==> src/rtl/serial_alu_ctrl.sv <==
// serial_alu_ctrl: sequencer for a bit-serial ALU.
// Takes one operation over a valid/ready request handshake. It runs a
// single-bit AND/OR/full-adder slice LSB-first, one bit per clock, and
// returns the result over a valid/ready response handshake.
// Optional build macro: SERIAL_ALU_LOGIC_FAST_EN. When it is defined,
// AND/OR skip the serial pass and their full-width result is loaded at
// accept time.
module serial_alu_ctrl #(
    parameter int unsigned WIDTH = 32,
    parameter int unsigned CNT_W = $clog2(WIDTH)
) (
    input  logic             clk,
    input  logic             reset,
    input  logic             req_valid,
    output logic             req_ready,
    input  logic [5:0]       funct,
    input  logic [WIDTH-1:0] dataA,
    input  logic [WIDTH-1:0] dataB,
    output logic             rsp_valid,
    input  logic             rsp_ready,
    output logic [WIDTH-1:0] dataOut,
    output logic             overflow,
    output logic             illegal
);

    localparam logic [5:0] FUNCT_AND = 6'b100100;
    localparam logic [5:0] FUNCT_OR  = 6'b100101;
    localparam logic [5:0] FUNCT_ADD = 6'b100000;
    localparam logic [5:0] FUNCT_SUB = 6'b100010;
    localparam logic [5:0] FUNCT_SLT = 6'b101010;

    typedef enum logic [1:0] {
        ST_IDLE    = 2'd0,
        ST_RUN     = 2'd1,
        ST_SLT_FIX = 2'd2,
        ST_DONE    = 2'd3
    } state_t;

    state_t           r_state;
    logic [CNT_W-1:0] r_cnt;
    logic [WIDTH-1:0] r_a;
    logic [WIDTH-1:0] r_b;
    logic [WIDTH-1:0] r_res;
    logic [5:0]       r_funct;
    logic             r_carry;
    logic             r_binv;
    logic             r_cin_msb;
    logic             r_cout;
    logic             r_req_ready;
    logic             r_rsp_valid;
    logic             r_overflow;
    logic             r_illegal;

    // Bit-slice signals
    logic w_a;
    logic w_b;
    logic w_sum;
    logic w_cout;
    logic w_bit;
    logic w_last;
    logic w_is_addsub;

    // Decode signals for the incoming request
    logic w_req_sub;
    logic w_req_legal;
    logic w_req_logic;
    logic w_accept;

    // Single-bit ALU slice on the current LSBs
    always_comb begin
        w_a    = r_a[0];
        w_b    = r_b[0] ^ r_binv;
        w_sum  = w_a ^ w_b ^ r_carry;
        w_cout = (w_a & w_b) | (w_a & r_carry) | (w_b & r_carry);
        case (r_funct)
            FUNCT_AND: w_bit = w_a & w_b;
            FUNCT_OR:  w_bit = w_a | w_b;
            default:   w_bit = w_sum;
        endcase
        w_last      = (r_cnt == CNT_W'(WIDTH - 1));
        w_is_addsub = (r_funct == FUNCT_ADD) || (r_funct == FUNCT_SUB);
    end

    // Request decode: subtract-style ops, legality, logic ops, handshake
    always_comb begin
        w_req_sub   = (funct == FUNCT_SUB) || (funct == FUNCT_SLT);
        w_req_logic = (funct == FUNCT_AND) || (funct == FUNCT_OR);
        w_req_legal = w_req_logic || w_req_sub || (funct == FUNCT_ADD);
        w_accept    = req_valid && r_req_ready && (r_state == ST_IDLE);
    end

    // Sequencer: accept, serial run, SLT fix-up, hold result until taken
    always_ff @(posedge clk or posedge reset) begin
        if (reset) begin
            r_state     <= ST_IDLE;
            r_cnt       <= '0;
            r_a         <= '0;
            r_b         <= '0;
            r_res       <= '0;
            r_funct     <= '0;
            r_carry     <= 1'b0;
            r_binv      <= 1'b0;
            r_cin_msb   <= 1'b0;
            r_cout      <= 1'b0;
            r_req_ready <= 1'b0;
            r_rsp_valid <= 1'b0;
            r_overflow  <= 1'b0;
            r_illegal   <= 1'b0;
        end else begin
            case (r_state)
                ST_IDLE: begin
                    r_req_ready <= 1'b1;
                    if (w_accept) begin
                        r_req_ready <= 1'b0;
                        r_a         <= dataA;
                        r_b         <= dataB;
                        r_funct     <= funct;
                        r_carry     <= w_req_sub;
                        r_binv      <= w_req_sub;
                        r_cnt       <= '0;
                        r_res       <= '0;
                        r_overflow  <= 1'b0;
                        r_illegal   <= 1'b0;
                        if (!w_req_legal) begin
                            // Unknown op: answer immediately with zero data
                            r_illegal   <= 1'b1;
                            r_rsp_valid <= 1'b1;
                            r_state     <= ST_DONE;
                        end
`ifdef SERIAL_ALU_LOGIC_FAST_EN
                        else if (w_req_logic) begin
                            // Logic ops resolved in one step at full width
                            r_res       <= (funct == FUNCT_AND) ? (dataA & dataB)
                                                                : (dataA | dataB);
                            r_rsp_valid <= 1'b1;
                            r_state     <= ST_DONE;
                        end
`endif
                        else begin
                            r_state <= ST_RUN;
                        end
                    end
                end

                ST_RUN: begin
                    r_a     <= {1'b0, r_a[WIDTH-1:1]};
                    r_b     <= {1'b0, r_b[WIDTH-1:1]};
                    r_res   <= {w_bit, r_res[WIDTH-1:1]};
                    r_carry <= w_cout;
                    if (w_last) begin
                        // MSB slice: carry-in vs carry-out flags signed overflow
                        r_cin_msb <= r_carry;
                        r_cout    <= w_cout;
                        if (r_funct == FUNCT_SLT) begin
                            r_state <= ST_SLT_FIX;
                        end else begin
                            r_overflow  <= w_is_addsub ? (r_carry ^ w_cout) : 1'b0;
                            r_rsp_valid <= 1'b1;
                            r_state     <= ST_DONE;
                        end
                    end else begin
                        r_cnt <= r_cnt + CNT_W'(1);
                    end
                end

                ST_SLT_FIX: begin
                    // Sign of A-B, corrected when the subtraction overflowed
                    r_res       <= {{(WIDTH-1){1'b0}}, r_res[WIDTH-1] ^ (r_cin_msb ^ r_cout)};
                    r_overflow  <= 1'b0;
                    r_rsp_valid <= 1'b1;
                    r_state     <= ST_DONE;
                end

                ST_DONE: begin
                    if (rsp_ready) begin
                        r_rsp_valid <= 1'b0;
                        r_req_ready <= 1'b1;
                        r_state     <= ST_IDLE;
                    end
                end

                default: begin
                    r_state <= ST_IDLE;
                end
            endcase
        end
    end

    assign req_ready = r_req_ready;
    assign rsp_valid = r_rsp_valid;
    assign dataOut   = r_res;
    assign overflow  = r_overflow;
    assign illegal   = r_illegal;

endmodule

==> config.mk <==
export PLATFORM = sky130hd
export DESIGN_NAME = serial_alu_ctrl
export DESIGN_NICKNAME = d
export VERILOG_FILES = /design/src/rtl/serial_alu_ctrl.sv
export SDC_FILE = /design/constraint.sdc
export NUM_CORES = 1
export LEC_CHECK = 0
export CAP_MARGIN = 20
export CORE_MARGIN = 4
export CORE_UTILIZATION = 40
export CTS_CLUSTER_SIZE = 30
export DETAILED_ROUTE_END_ITERATION = 8
export SYNTH_ARGS = -nofsm -noshare
export SYNTH_HDL_FRONTEND = slang
export SYNTH_SLANG_ARGS = --single-unit
==> constraint.sdc <==
create_clock -name clk -period 4.83 [get_ports clk]
set_input_delay 0.483 -clock clk [delete_from_list [all_inputs] [get_ports clk]]
set_output_delay 0.483 -clock clk [all_outputs]
set_load 0.05 [all_outputs]
Word level (Yosys, flattened, before mapping)
Index checks and enable logic that the tools add are counted.
W data, S select, Z words.
{"block": "op_classes", "addsub": 1, "n_eq_ne": 20, "mux": 33, "bitwise_logic": 12, "n_reduce_logical": 20}
{"operator": "$pmux W32 S2", "count": 2}
{"operator": "$mux W32", "count": 3}
{"operator": "$pmux W32 S3", "count": 1}
{"operator": "$eq A6 B6 Y1 const B", "count": 10}
{"operator": "$mux W1", "count": 14}
{"operator": "$ne A2 B2 Y1 const B", "count": 6}
{"operator": "$mux W5", "count": 2}
{"operator": "$pmux W5 S2", "count": 1}
{"operator": "$reduce_and A2 Y1", "count": 5}
{"operator": "$mux W2", "count": 4}
{"operator": "$pmux W2 S4", "count": 1}
{"operator": "$pmux W1 S2", "count": 3}
{"operator": "$reduce_and A3 Y1", "count": 2}
{"operator": "$xor A1 B1 Y1", "count": 6}
{"operator": "$add A5 B1 Y5 const B", "count": 1}
{"operator": "$eq A5 B5 Y1 const B", "count": 1}
{"operator": "$logic_or A1 B1 Y1", "count": 5}
{"operator": "$reduce_and A5 Y1", "count": 1}
{"operator": "$eq A2 B2 Y1 const B", "count": 2}
{"operator": "$pmux W1 S4", "count": 1}
{"operator": "$reduce_and A4 Y1", "count": 1}
{"operator": "$reduce_bool A2 Y1", "count": 2}
{"operator": "$and A1 B1 Y1", "count": 3}
{"operator": "$or A1 B1 Y1", "count": 3}
{"operator": "5 further kinds", "count": 6}
{"block": "totals", "register_bits": 117, "input_bits": 74, "output_inout_bits": 36, "elab_cells": 100}

Longest topological paths before layout
{"block": "depth", "depth_word": 9, "depth_mapped": 9, "depth_no_buf": 7}

Worst setup path after synthesis
No wires, ideal clock.
{"block": "synth_path", "path_type": "flip-flop to flip-flop", "from": "register r_state[0]", "to": "register r_rsp_valid, in the netlist rsp_valid", "setup_ns": 0.079, "arrival_ns": 1.734, "required_ns": 4.751, "path_slack_ns": 3.017, "stages_incl_launch_ff": 8, "n_path_buf": 1, "synth_period_minus_slack_ns": 1.813, "cell_sequence": "dfrtp_1 -> inv_1 -> ha_1 -> buf_6 -> a21boi_4 -> or3_4 -> a221oi_2 -> mux2i_1"}
{"block": "synth_between", "elab_chain_len": 4, "word_cells_on_any_way": 12, "cone_classes": "eq/ne (8); mux (1); reduce/logical (3)"}
{"element": "start: declaration", "line": "39", "source": "state_t r_state;"}
{"element": "start signal: assignment", "line": "95", "source": "r_state <= ST_IDLE;"}
{"element": "start signal: assignment", "line": "128", "source": "r_state <= ST_DONE;"}
{"element": "start signal: assignment", "line": "140", "source": "r_state <= ST_RUN;"}
{"element": "$logic_not A2 Y1", "line": "89, 110"}
{"element": "$logic_and A1 B1 Y1", "line": "89", "source": "w_accept = req_valid && r_req_ready && (r_state == ST_IDLE);"}
{"element": "$ne A2 B2 Y1 (no line)"}
{"element": "$reduce_and A5 Y1 (no line)"}
{"element": "end signal: assignment", "line": "106", "source": "r_rsp_valid <= 1'b0;"}
{"element": "end signal: assignment", "line": "127", "source": "r_rsp_valid <= 1'b1;"}
{"element": "end signal: assignment", "line": "158", "source": "r_rsp_valid <= 1'b1;"}
{"element": "end: declaration", "line": "50", "source": "logic r_rsp_valid;"}
Parallel ways exist; a longest one is shown, timed or not.
A chain may end at the register's enable or synchronous reset.

Final worst setup path
{"block": "layout_path", "from": "register r_state[1]", "to": "register r_cnt[2]"}
{"block": "layout_between", "elab_chain_len": 4, "word_cells_on_any_way": 8, "cone_classes": "eq/ne (3); mux (1); reduce/logical (4)"}
{"element": "$logic_not A2 Y1", "line": "89, 110"}
{"element": "$logic_and A1 B1 Y1", "line": "89"}
{"element": "$ne A2 B2 Y1 (no line)"}
{"element": "$reduce_and A3 Y1 (no line)"}
{"element": "end signal: assignment", "line": "162", "source": "r_cnt <= r_cnt + CNT_W'(1);"}
{"element": "end: declaration", "line": "40", "source": "logic [CNT_W-1:0] r_cnt;"}
Parallel ways exist; a longest one is shown, timed or not.

==> out/summary.log <==
INFO  synthesis      yosysUniqueCellTypes=44
INFO  place          placedInstanceArea=6600um^2
INFO  finish         num-fill-cells=1198
INFO  hold_path      hold_class=input pin to asynchronous set/reset pin
INFO  die            row_count=42
INFO  clocking       h-tree-depth=4
INFO  finish         post_route_cells_drive_above_1_share=8.57%
INFO  synthesis      synth_seq_cells=117
INFO  synthesis      count_of_flip_flops_with_a_built_in_enable_after_synthesis=0
INFO  power_and_ir_drop power.leakage=3.28nW
INFO  synthesis      synth_commonest_cells=136 x sky130_fd_sc_hd__nand2_1, 117 x sky130_fd_sc_hd__dfrtp_1, 71 x sky130_fd_sc_hd__o21ai_0
INFO  synthesis      synth_area_leaders=sky130_fd_sc_hd__dfrtp_1 54%, sky130_fd_sc_hd__mux2i_1 12%, sky130_fd_sc_hd__nand2_1 9.4%
INFO  timing         max_freq=372MHz
INFO  place          final_estimated_routing_congestion_in_global_placement=0.750
INFO  clocking       clk_path_buf_depth=2
INFO  worst_setup_path worst-endpoint-required=5.12ns
INFO  place          place_worst_setup_slack=2.12ns
INFO  routing        routed_via_density=4.89
INFO  place          place_inst=785
INFO  grt            first_global_vias=4043
INFO  finish         antenna_cells_inserted=0
INFO  synthesis      synthAdderAreaFrac=2.22%
INFO  power_and_ir_drop powerDensity=621nW/um^2
INFO  timing         rsz_0062_raised_after_global_routing=false
INFO  routing        route.detailed.drc=0
INFO  die            chipWidth=124um
INFO  timing         min_period=2.69ns
INFO  die            dieHeight=124um
INFO  timing         fraction_of_the_cycle_the_final_worst_path_needs=55.6%
INFO  die            floorplan.die_area=15500um^2
INFO  grt            grt_max_degree=131
INFO  power_and_ir_drop power.ir.vdd_worst=0.288mV
INFO  timing         worst-slew-pin-transition=0.991ns
INFO  synthesis      synth_xor_xnor_area_share=0.647%
INFO  synthesis      synthFlopType=sky130_fd_sc_hd__dfrtp_1
INFO  synthesis      synth_most_common_cell=sky130_fd_sc_hd__nand2_1
INFO  synthesis      postSynthCellCount=531
INFO  clocking       cts-hold-fix-buffers=0
INFO  routing        wire_per_inst=14.1um
INFO  clocking       cts.sinks=117
INFO  routing        detail-route-antenna-nets=0
INFO  synthesis      muxShareOfSynthArea=13.5%
INFO  synthesis      synth_async_sr_flop_share=100%
INFO  worst_setup_path critical_path_at=2.97ns
INFO  timing         finalHoldViolCount=0
INFO  finish         synthToLayoutAreaGrowth=34.2%
INFO  timing         timing.max_slew.rel_slack=34.0%
INFO  timing         setup-tns-final=0ns
INFO  worst_setup_path setup.worst_path.end_class=flop
INFO  die            ioPinCount=110
INFO  clocking       worst_setup_hold_path_clk_slew=0.05ns
INFO  synthesis      synthesis.area_per_instance=10.2um^2
INFO  worst_setup_path path_max_fanout=84
INFO  routing        finalWirelength=11.5mm
INFO  synthesis      yosys.area.top_type=sky130_fd_sc_hd__dfrtp_1
INFO  timing         fin_ws=2.14ns
INFO  die            initial_utilization=40.9%
INFO  status         run_status=complete, no violations
INFO  synthesis      post_synth_and_or_nand_nor_area_fraction=15.3%
INFO  finish         layout.nets=712
INFO  finish         final_cell_area=7260um^2
INFO  grt            gr-usage-all-layers=15.7%
INFO  grt            antenna_found_initial=0
INFO  grt            grt_first_pass_wirelength=19.9mm
INFO  synthesis      netlist_area=5410um^2
INFO  synthesis      synth_fp_nets=614
INFO  grt            overflow=0
INFO  clocking       ctsResizeCount=0
INFO  clocking       clockRootBuffer=sky130_fd_sc_hd__clkbuf_16
INFO  routing        drt_first_iter_violations=300
INFO  finish         final_cells=818
INFO  synthesis      synth_compound_gate_area_share=10.3%
INFO  clocking       clock_insertion_delay_worst_skew=0.41ns
INFO  routing        detailedRoute.firstPassIterationCount=5
INFO  worst_setup_path cp-start-kind=flop
INFO  die            core-area=13200um^2
INFO  synthesis      fraction_of_the_yosys_area_taken_by_sequential_cells=54.1%
INFO  timing         maxSlewViolCount=0
INFO  clocking       tritoncts_clock_tree=yes
INFO  run            max_cap_viol_count=0
INFO  timing         setup_violations=0
INFO  worst_setup_path setup.worst_path.class=flop to flop
INFO  place          port_buffer_count=109
INFO  clocking       postCtsSetupRepairBufs=0
INFO  routing        vias=3998
INFO  synthesis      yosys_warnings=0
INFO  place          hpwl=7.76mm
INFO  synthesis      yosys.area.top_type_share=54.1%
INFO  clocking       cts-buffers-inserted=17
INFO  finish         final_core_util=54.8%
INFO  synthesis      main_combinational_cell_family_by_area_after_synthesis=simple AND/OR/NAND/NOR gates
INFO  timing         skew=0.00619ns
## layout by cell type (no fill, tap or decap), types with 2 or more instances in the layout
cell type,instances
sky130_fd_sc_hd__dfrtp_1,117
sky130_fd_sc_hd__clkinv_2,4
sky130_fd_sc_hd__mux2_2,7
sky130_fd_sc_hd__mux2i_1,65
sky130_fd_sc_hd__nor2_1,10
sky130_fd_sc_hd__clkbuf_16,17
sky130_fd_sc_hd__clkbuf_1,2
sky130_fd_sc_hd__o21ai_0,71
sky130_fd_sc_hd__nand3_1,30
sky130_fd_sc_hd__ha_1,7
sky130_fd_sc_hd__nand2b_1,2
sky130_fd_sc_hd__buf_4,3
sky130_fd_sc_hd__clkdlybuf4s50_1,109
sky130_fd_sc_hd__bufinv_16,4
sky130_fd_sc_hd__clkbuf_8,4
sky130_fd_sc_hd__nand2_1,136
sky130_fd_sc_hd__or2_2,2
sky130_fd_sc_hd__a22o_1,5
sky130_fd_sc_hd__xnor2_1,3
sky130_fd_sc_hd__o31ai_1,2
sky130_fd_sc_hd__nor2b_1,2
sky130_fd_sc_hd__inv_1,8
sky130_fd_sc_hd__nor4_1,2
## per-stage QoR
stage,power (W),hold slack [ns]
2_1_floorplan,0.00284,0.450
3_3_place_gp,0.00309,0.462
3_5_place_dp,0.00316,0.470
4_1_cts,0.00452,0.466
5_1_grt,0.00487,0.496
6_report,0.00451,0.450
## sequential cells by signal, indices dropped and copies added, names as in the netlist
| name | flops |
|---|---|
| dataOut | 32 |
| illegal | 1 |
| overflow | 1 |
| r_a | 32 |
| r_b | 32 |
| r_binv | 1 |
| r_carry | 1 |
| r_cin_msb | 1 |
| r_cnt | 5 |
| r_cout | 1 |
| r_funct | 6 |
| r_state | 2 |
| req_ready | 1 |
| rsp_valid | 1 |
## layer usage
layer  vias to the layer above  share of wire, %  global-route usage (%)
li1                       2008                 -                       -
met1                      1870                45                    20.1
met2                        98                46                    24.0
met3                        22               6.6                    6.26
met4                         0               1.9                    5.87
met5                         -                 0                       0
## report_power, final
part           leakage [nW]  switching, W  total [W]  internal, W
Sequential             1.50      0.000206    0.00154      0.00133
Clock                 0.313      0.000432    0.00135     0.000914
Combinational          1.47      0.000958    0.00162     0.000662
Total                  3.28       0.00160    0.00451      0.00291
## worst max-delay path, stage by stage (launching register included)
cell,delay (ns)
sky130_fd_sc_hd__dfrtp_1,0.43
sky130_fd_sc_hd__inv_1,0.13
sky130_fd_sc_hd__ha_4,0.79
sky130_fd_sc_hd__nor2_1,0.16
sky130_fd_sc_hd__or2_4,0.43
sky130_fd_sc_hd__buf_16,0.27
sky130_fd_sc_hd__o21ai_0,0.18
sky130_fd_sc_hd__o21ai_0,0.10
## area by class of cell
| class | instances | area, um^2 | share of cell area (%) |
|---|---|---|---|
| clock buffers | 23 | 488 | 6.72 |
| clock inverters | 9 | 148 | 2.03 |
| inverters | 9 | 36.3 | 0.500 |
| multi-input cells | 370 | 2280 | 31.5 |
| flip-flops and latches | 117 | 2930 | 40.3 |
| well taps | 176 | 220 | 3.03 |
| repair buffers | 114 | 1160 | 15.9 |
## logic make-up (layout without fill, tap and decap cells)
kind of cell	Yosys count	in the layout
compound gates	92	92
flops	117	117
fa+ha+maj	9	9
simple gates	193	193
buf+inv	44	155
mux	72	72
xor+xnor	4	4
## path summary, 6_finish.rpt
path / startpoint / slack [ns] / end / depth (start not counted)
max in group asynchronous: reset / 3.47 / r_a[1] / 3
min in group clk: r_b[11] / 0.48 / r_b[11] / 2
min reg2reg: r_b[11] / 0.48 / r_b[11] / 2
max reg2reg: r_state[1] / 2.14 / r_cnt[2] / 7
max: r_state[1] / 2.14 / r_cnt[2] / 7
min: reset / 0.45 / r_a[5] / 2
Power figures use the tool's default switching activity.
